### config.mk
export PLATFORM = sky130hd
export DESIGN_NAME = rtype_encoder_loader
export DESIGN_NICKNAME = d
export VERILOG_FILES = /design/src/rtl/rtype_encoder_loader.sv
export SDC_FILE = /design/constraint.sdc
export NUM_CORES = 1
export LEC_CHECK = 0
export ABC_CLOCK_PERIOD_IN_PS = 1500
export BUFFER_PORTS_ARGS = -buffer_cell sky130_fd_sc_hd__clkbuf_2
export CAP_MARGIN = 20
export CORE_UTILIZATION = 46
export DETAILED_ROUTE_END_ITERATION = 8
export PLACE_DENSITY = 0.81
export RECOVER_POWER = 25
export SYNTH_ARGS = -nofsm -noshare
export SYNTH_HDL_FRONTEND = slang
export SYNTH_SLANG_ARGS = --single-unit
export TNS_END_PERCENT = 10
### constraint.sdc
create_clock -name clk -period 1.5 [get_ports clk]
set_input_delay 0.3 -clock clk [delete_from_list [all_inputs] [get_ports clk]]
set_output_delay 0.3 -clock clk [all_outputs]
set_load 0.005 [all_outputs]
### src/rtl/rtype_encoder_loader.sv
// R-type instruction encoder and instruction-memory preloader.
// Turns {op, rd, rs1, rs2} requests into RV32I R-type words and writes
// them to consecutive word addresses starting at BASE_ADDR. A session
// opens with a start pulse and closes on an in_last accept or when the
// top word address has been written.
module rtype_encoder_loader #(
    parameter int ADDR_WIDTH = 8,
    parameter int BASE_ADDR  = 0
) (
    input  logic                  clk,
    input  logic                  rst,
    input  logic                  start,
    input  logic                  in_valid,
    output logic                  in_ready,
    input  logic [2:0]            op,
    input  logic [4:0]            rd,
    input  logic [4:0]            rs1,
    input  logic [4:0]            rs2,
    input  logic                  in_last,
    output logic                  imem_we,
    output logic [ADDR_WIDTH-1:0] imem_addr,
    output logic [31:0]           imem_wdata,
    output logic                  busy,
    output logic                  done,
    output logic                  full_err,
    output logic [ADDR_WIDTH:0]   count
);

    // Pointer carries one extra bit so "one past the top address" is
    // representable without wrapping back to zero.
    localparam logic [ADDR_WIDTH:0] BASE_PTR = (ADDR_WIDTH+1)'(BASE_ADDR);
    localparam logic [ADDR_WIDTH:0] LAST_PTR = (ADDR_WIDTH+1)'((2 ** ADDR_WIDTH) - 1);
    localparam logic [ADDR_WIDTH:0] ONE      = (ADDR_WIDTH+1)'(1);
    localparam logic [6:0]          OPCODE_R = 7'b0110011;

    typedef enum logic [1:0] {
        IDLE = 2'd0,
        LOAD = 2'd1,
        DONE = 2'd2
    } state_t;

    state_t                state_q,      state_d;
    logic [ADDR_WIDTH:0]   ptr_q,        ptr_d;
    logic                  in_ready_q,   in_ready_d;
    logic                  imem_we_q,    imem_we_d;
    logic [ADDR_WIDTH-1:0] imem_addr_q,  imem_addr_d;
    logic [31:0]           imem_wdata_q, imem_wdata_d;
    logic                  busy_q,       busy_d;
    logic                  done_q,       done_d;
    logic                  full_err_q,   full_err_d;
    logic [ADDR_WIDTH:0]   count_q,      count_d;
    logic                  accept;

    // Same 3-bit ALU op code the decoder emits, mapped back to funct3/funct7.
    function automatic logic [31:0] encode(input logic [2:0] e_op,
                                           input logic [4:0] e_rd,
                                           input logic [4:0] e_rs1,
                                           input logic [4:0] e_rs2);
        logic [2:0] funct3;
        logic [6:0] funct7;
        funct7 = 7'b0000000;
        case (e_op)
            3'b000:  funct3 = 3'd0;               // ADD
            3'b001:  begin                        // SUB
                funct3 = 3'd0;
                funct7 = 7'b0100000;
            end
            3'b010:  funct3 = 3'd6;               // OR
            3'b011:  funct3 = 3'd7;               // AND
            3'b100:  funct3 = 3'd1;               // SLL
            3'b101:  funct3 = 3'd5;               // SRL
            3'b110:  funct3 = 3'd4;               // XOR
            default: funct3 = 3'd2;               // SLT
        endcase
        return {funct7, e_rs2, e_rs1, funct3, e_rd, OPCODE_R};
    endfunction

    // Next-state and next-output computation for the whole session FSM.
    always_comb begin
        // NOTE: every _d gets a default up front so no path leaves a
        // variable unassigned, which would otherwise infer a latch.
        state_d      = state_q;
        ptr_d        = ptr_q;
        imem_we_d    = 1'b0;
        imem_addr_d  = imem_addr_q;
        imem_wdata_d = imem_wdata_q;
        done_d       = 1'b0;
        full_err_d   = full_err_q;
        count_d      = count_q;
        accept       = in_valid && in_ready_q;

        case (state_q)
            IDLE: begin
                if (start) begin
                    state_d    = LOAD;
                    ptr_d      = BASE_PTR;
                    count_d    = '0;
                    full_err_d = 1'b0;
                end
            end
            LOAD: begin
                if (accept) begin
                    imem_we_d    = 1'b1;
                    imem_addr_d  = ptr_q[ADDR_WIDTH-1:0];
                    imem_wdata_d = encode(op, rd, rs1, rs2);
                    ptr_d        = ptr_q + ONE;
                    count_d      = count_q + ONE;
                    if (in_last) begin
                        state_d = DONE;
                    end else if (ptr_q == LAST_PTR) begin
                        // Ran out of address space before the host said last.
                        state_d    = DONE;
                        full_err_d = 1'b1;
                    end
                end
            end
            DONE: begin
                state_d = IDLE;
                done_d  = 1'b1;
            end
            default: state_d = IDLE;
        endcase

        in_ready_d = (state_d == LOAD) && (ptr_d <= LAST_PTR);
        busy_d     = (state_d == LOAD);
    end

    // Single state register for the FSM and all of its registered outputs.
    always_ff @(posedge clk or posedge rst) begin
        if (rst) begin
            state_q      <= IDLE;
            ptr_q        <= BASE_PTR;
            in_ready_q   <= 1'b0;
            imem_we_q    <= 1'b0;
            imem_addr_q  <= BASE_PTR[ADDR_WIDTH-1:0];
            imem_wdata_q <= '0;
            busy_q       <= 1'b0;
            done_q       <= 1'b0;
            full_err_q   <= 1'b0;
            count_q      <= '0;
        end else begin
            // NOTE: non-blocking assignments here so every flop samples the
            // pre-edge values; blocking would let later flops see new ones.
            state_q      <= state_d;
            ptr_q        <= ptr_d;
            in_ready_q   <= in_ready_d;
            imem_we_q    <= imem_we_d;
            imem_addr_q  <= imem_addr_d;
            imem_wdata_q <= imem_wdata_d;
            busy_q       <= busy_d;
            done_q       <= done_d;
            full_err_q   <= full_err_d;
            count_q      <= count_d;
        end
    end

    assign in_ready   = in_ready_q;
    assign imem_we    = imem_we_q;
    assign imem_addr  = imem_addr_q;
    assign imem_wdata = imem_wdata_q;
    assign busy       = busy_q;
    assign done       = done_q;
    assign full_err   = full_err_q;
    assign count      = count_q;

endmodule
# [Word level (Yosys, flattened, before mapping)]
# Cells that the tools add are included.
# Widths: inputs -> output; s select.
[totals] regBits=62 inputBits=23 out_inout_bits=54 word_cells=57
[op_classes] n_addsub=2 n_lt_le_gt_ge=1 n_eq_ne=14 muxes=21 reduce_logical=9
[op_table] operator="$mux 9" count=4
[op_table] operator="$pmux 9 s2" count=2
[op_table] operator="$add 9x1->9 const B" count=2
[op_table] operator="$pmux 3 s6" count=1
[op_table] operator="$eq 3x3->1 const B" count=3
[op_table] operator="$eq 9x8->1 const B" count=1
[op_table] operator="$le 9x8->1 const B" count=1
[op_table] operator="$mux 2" count=4
[op_table] operator="$ne 2x2->1 const B" count=4
[op_table] operator="$mux 1" count=7
[op_table] operator="$eq 3x2->1 const B" count=2
[op_table] operator="$mux 6" count=1
[op_table] operator="$reduce_and 5->1" count=1
[op_table] operator="$eq 2x1->1 const B" count=2
[op_table] operator="$pmux 2 s2" count=1
[op_table] operator="$eq 3x1->1 const B" count=1
[op_table] operator="$logic_not 3->1" count=1
[op_table] operator="$reduce_and 3->1" count=1
[op_table] operator="$eq 2x2->1 const B" count=1
[op_table] operator="$logic_and 1x1->1" count=2
[op_table] operator="$logic_not 2->1" count=1
[op_table] operator="$pmux 1 s2" count=1
[op_table] operator="$reduce_and 2->1" count=1
[op_table] operator="$reduce_bool 2->1" count=1
[op_table] operator="$reduce_or 2->1" count=1

# [Longest topological paths before layout]
[depth] ltp_word=7 mapped_depth=7 depth_no_buf=7

# [Worst setup path before layout]
# No wires, ideal clock.
[synth_path] path_kind="flip-flop to flip-flop" startpoint="register ptr_q[0]" endpoint="register in_ready_q (netlist: in_ready)" setup_ns=0.078 t_arrival_ns=1.411 required_time_ns=1.422 setup_slack_ns=0.011 path_stages_with_launch=8 n_path_buf=0 period_less_slack_ns=1.489 cell_sequence="dfrtp_1 -> ha_1 -> nand4_1 -> nor2_1 -> ha_1 -> o211ai_1 -> o2111ai_1 -> a21oi_1"
[synth_via] elab_chain_len=7 word_cells_on_any_way=12 classes_between="add/sub (1); order compare (1); eq/ne (2); mux (7); reduce/logical (1)"
[synth_lines] element="start, declared" line="43" text="logic [ADDR_WIDTH:0] ptr_q, ptr_d;"
[synth_lines] element="start signal, assigned" line="145" text="ptr_q <= ptr_d;"
[synth_lines] element="parallel branches: the longest is 6 deep, another holds $add 9x1->9"
[synth_lines] element="$logic_and 1x1->1 *" line="124" text="in_ready_d = (state_d == LOAD) && (ptr_d <= LAST_PTR);"
[synth_lines] element="named net in_ready_d" line="44" text="logic in_ready_q, in_ready_d;"
[synth_lines] element="end signal, assigned" line="146" text="in_ready_q <= in_ready_d;"
[synth_lines] element="end, declared" line="44"
# Mark *: on every way through the listed nets, which the timed path passes.
# A chain may end at the register's enable or synchronous reset.

# [Worst setup path in the final report]
[layout_path] startpoint="register ptr_q[1]" endpoint="register in_ready_q (netlist: in_ready)"
# Same word-level chain as after synthesis.

==> metrics.md <==
| Metric | Value |
|---|---|
| CP dominant cell by count | `ha_2` |
| Sequential share of power | `44.9%` |
| Worst path max stage delay | `~0.4 ns` |
| RSZ-0062 raised after global routing | `true` |
| CP Cell Sequence | `ha_2 > nand4_1 > nor2_1 > ha_2 > o211ai_1 > o2111ai_2 > a21oi_1` |
| H-tree lvl count | `2` |
| Clk_lat worst skew | `0.31 ns` |
| Max Root-Sink Buffers | `2` |
| Syn Inst Count | `~260` |
| Critical path data arrival time | `1.73 ns` |
| DIE AREA | `0.005627 mm2` |
| Comb power frac | `39.1%` |
| Final min period | `1.501 ns` |
| Share of cells above drive strength 1 | `between 30% and 40%` |
| Synth warnings | `0` |
| I/O pin count | `slightly below 80` |
| Skew final | `approximately 0.0095 ns` |
| Net Sw Power | `1.806 mW` |
| Setup CP Type | `flop to flop` |
| Flops & latches, synth | `53` |
| Slowest stage cell on the critical path | `dfrtp_1` |
| Status | `complete, but fails checks` |
| WHS Path Cells | `3` |
| Number of fill cells | `around 450` |
| Max-cap violations | `0` |
| TritonCTS clock tree | `built` |
| Top cell type's share of synthesized area | `between 50 and 60%` |
| Cell taking the most area after synthesis | `dfrtp_1` |
| Pleak | `1.598 nW` |
| Core footprint | `just over 0.005 mm2` |
| Pwr dens | `1604 mW/mm2` |
| Clock group share of total power | `16.0%` |
| Cell Area, Placed | `0.002944 mm2` |
| Clock Sinks | `53` |
| Largest net degree at the start of global routing | `39` |
| Final slew viol count | `0` |
| TritonCTS Buffers | `5` |
| Cell area after layout | `a little over 0.003 mm2` |
| Pint | `~3.1 mW` |
| Peak supply drop | `between 0.0008 and 0.0009 V` |
| Final WL | `approximately 5200 um` |
| Worst Setup End Kind | `flop` |
| Worst setup SP type | `flop` |
| Row cnt | `26` |
| Routability cong. | `0.8618` |
| CTS root buf | `clkbuf_8` |
| Seq/Total Area, Yosys | `between 50% and 60%` |
| Vias | `~2100` |
| Distinct cells, synth | `39` |
| Fin crit share | `100.1%` |
| Clock-pin slew on the worst setup and hold paths | `roughly 0.10 ns` |
| Slew margin rel. | `about 51%` |
| Failing checks | `setup timing` |
| Fin Setup TNS | `-0.0008283 ns` |
| Register Area | `roughly 0.0013 mm2` |
| Switching Share | `~37%` |
| WL per Instance | `roughly 12 um` |
| Min-delay worst type | `input port to flop` |
| Fmax achieved | `about 670 MHz` |
| First-pass GRT wire length | `8466 um` |
| Nets@finish | `approximately 370` |
| Initial antenna violation count | `0` |
| Worst Path Required | `~1.7 ns` |
| Final Hold Viols | `0` |
| Overflow after GRT | `0` |
| Syn Area/Cell | `between 9 and 10 um2` |
| Iteration count of the initial detailed-routing pass | `4` |
| Chip Height | `between 70 and 80 um` |
| Die width | `between 70 and 80 um` |
| Critical path fanouts, max | `3` |
| Worst slew pin tran | `approximately 0.73 ns` |
| Setup Viol. Count Final | `1` |
| Post-route ant nets | `0` |
| Mapped Area | `roughly 0.0025 mm2` |
| # DRC | `0` |
| Most frequent cells in the layout | `nand2_1, clkbuf_2, dfrtp_1, buf_4, nand3_1` |
| Port-buffer cells | `67` |
| Via-to-Cell Ratio | `approximately 5` |
| Multi-input logic area | `~0.001 mm2` |
| Hpwl dp | `between 3000 and 4000 um` |
| Commonest non-fill, non-tap cell in the layout | `nand2_1` |
| R2R depth | `7` |
| Iteration-0 DRC count of the detailed router | `58` |
| Area Growth Syn to Fin | `25.66%` |
| Final worst slack | `-0.0008283 ns` |
| Tot GR Track Use | `between 20% and 30%` |
| Vias in the first global route | `about 1900` |
| Synth area leaders | `dfrtp_1, nand2_1, buf_4` |
| N_diodes | `0` |
| Initial cell density of the core | `between 40 and 50%` |
layout make-up:
| cell class | count | area share (%) |
|---|---|---|
| Inverter | 7 | 0.8932 |
| Clock buffer | 6 | 2.355 |
| Multi-Input combinational cell | 187 | 32.60 |
| Tap cell | 70 | 2.842 |
| Sequential cell | 53 | 43.08 |
| Timing Repair Buffer | 94 | 17.74 |
| Clock inverter | 2 | 0.4872 |
through the flow:
stage          power, mW  hold slack (ns)  std cells  setup slack (ns)  util [%]
5_1_grt            5.346           0.1689        419          -0.05533     60.34
6_report           4.944           0.1728        419        -0.0008283     60.34
4_1_cts            4.929           0.1670        417          0.002151     59.77
2_1_floorplan      3.209           0.3614        272           0.01099         -
3_5_place_dp       4.110           0.3005        407          -0.02207     57.64
3_3_place_gp       4.024           0.2932        407           0.04011     57.64
worst max-delay path, delay by kind of cell (launching register included):
family / cells / cell delay, ns
AO/OA/AOI/OAI: 3 / 0.48
adder cells (fa/ha/maj): 2 / 0.37
flip-flops: 1 / 0.40
AND/OR/NAND/NOR: 2 / 0.17
worst paths after layout:
path	from	end	slack (ns)
max	ptr_q[1]$_DFF_PP0_	in_ready$_DFF_PP0_	-0.0008
min	rs2[3]	imem_wdata[23]$_DFFE_PP0P_	0.17
max reg2reg	ptr_q[1]$_DFF_PP0_	in_ready$_DFF_PP0_	-0.0008
min reg2reg	imem_wdata[11]$_DFFE_PP0P_	imem_wdata[11]$_DFFE_PP0P_	0.48
max in group asynchronous	rst	count[5]$_DFFE_PP0P_	0.18
min in group asynchronous	rst	ptr_q[4]$_DFF_PP0_	0.59
synth_stat cells:
cell       count
a21bo_2        1
a21oi_1        7
a22o_1         1
a31o_2         1
a32o_1         1
and3_1         1
buf_1          2
buf_2          9
buf_4         12
clkbuf_1       2
conb_1         1
dfrtp_1       53
ha_1           3
inv_1          6
inv_2          1
mux2_2         3
mux2i_1        4
nand2_1       91
nand2b_1       4
nand3_1       10
nand4_1        6
nand4b_4       1
nor2_1         7
nor2b_1        3
nor3_1         2
nor4_1         1
nor4_2         1
o2111ai_1      1
o211ai_1       3
o21a_1         2
o21ai_0       10
o21bai_1       1
o311ai_0       1
o31ai_1        2
o41ai_1        1
or3_1          2
or3b_2         1
or4_1          5
xor2_1         1
per-layer routing:
layer	global-route usage [%]	share of wire, %	wire (um)	up-vias
met5	0	0	0	-
met4	7.128	1.7	89	0
met3	6.024	6.6	347	8
met2	34.63	46	2385	78
met1	24.44	46	2414	970
li1	-	-	-	1033
logic make-up (layout without fill, tap and decap cells):
logic type	after synthesis	after routing	share of synthesized area, %
mux	7	7	3.010
flops	53	53	54.08
other cells	1	9	0.1529
buf+inv	32	109	7.194
compound gates	32	32	8.520
fa+ha+maj	3	3	1.531
simple gates	135	135	25.15
xor+xnor	1	1	0.3572
state kept, by name, indices dropped and copies added, names as in the netlist:
name,count
busy,1
count,9
done,1
full_err,1
imem_addr,8
imem_wdata,20
imem_we,1
in_ready,1
ptr_q,9
state_q,2
repair_timing:
action / 4_1_cts / 5_1_grt
setup buffers: 1 / 2
hold endpoints to repair: 15 / 0
pin swaps: 1 / 9
hold buffers: 1 / 0
resized for setup: 2 / 8
endpoints found under the setup margin: 3 / 29
power groups by stage:
| stage | Clock [mW] | Sequential [mW] | Combinational, mW |
|---|---|---|---|
| after CTS | 0.821 | 2.22 | 1.89 |
| after global placement | 0 | 2.22 | 1.80 |
| after floorplan | 0 | 2.23 | 0.982 |
| after detailed placement | 0 | 2.24 | 1.87 |
| after global routing | 0.870 | 2.29 | 2.19 |
| final | 0.789 | 2.22 | 1.94 |
(Power assumes the default switching activity.)
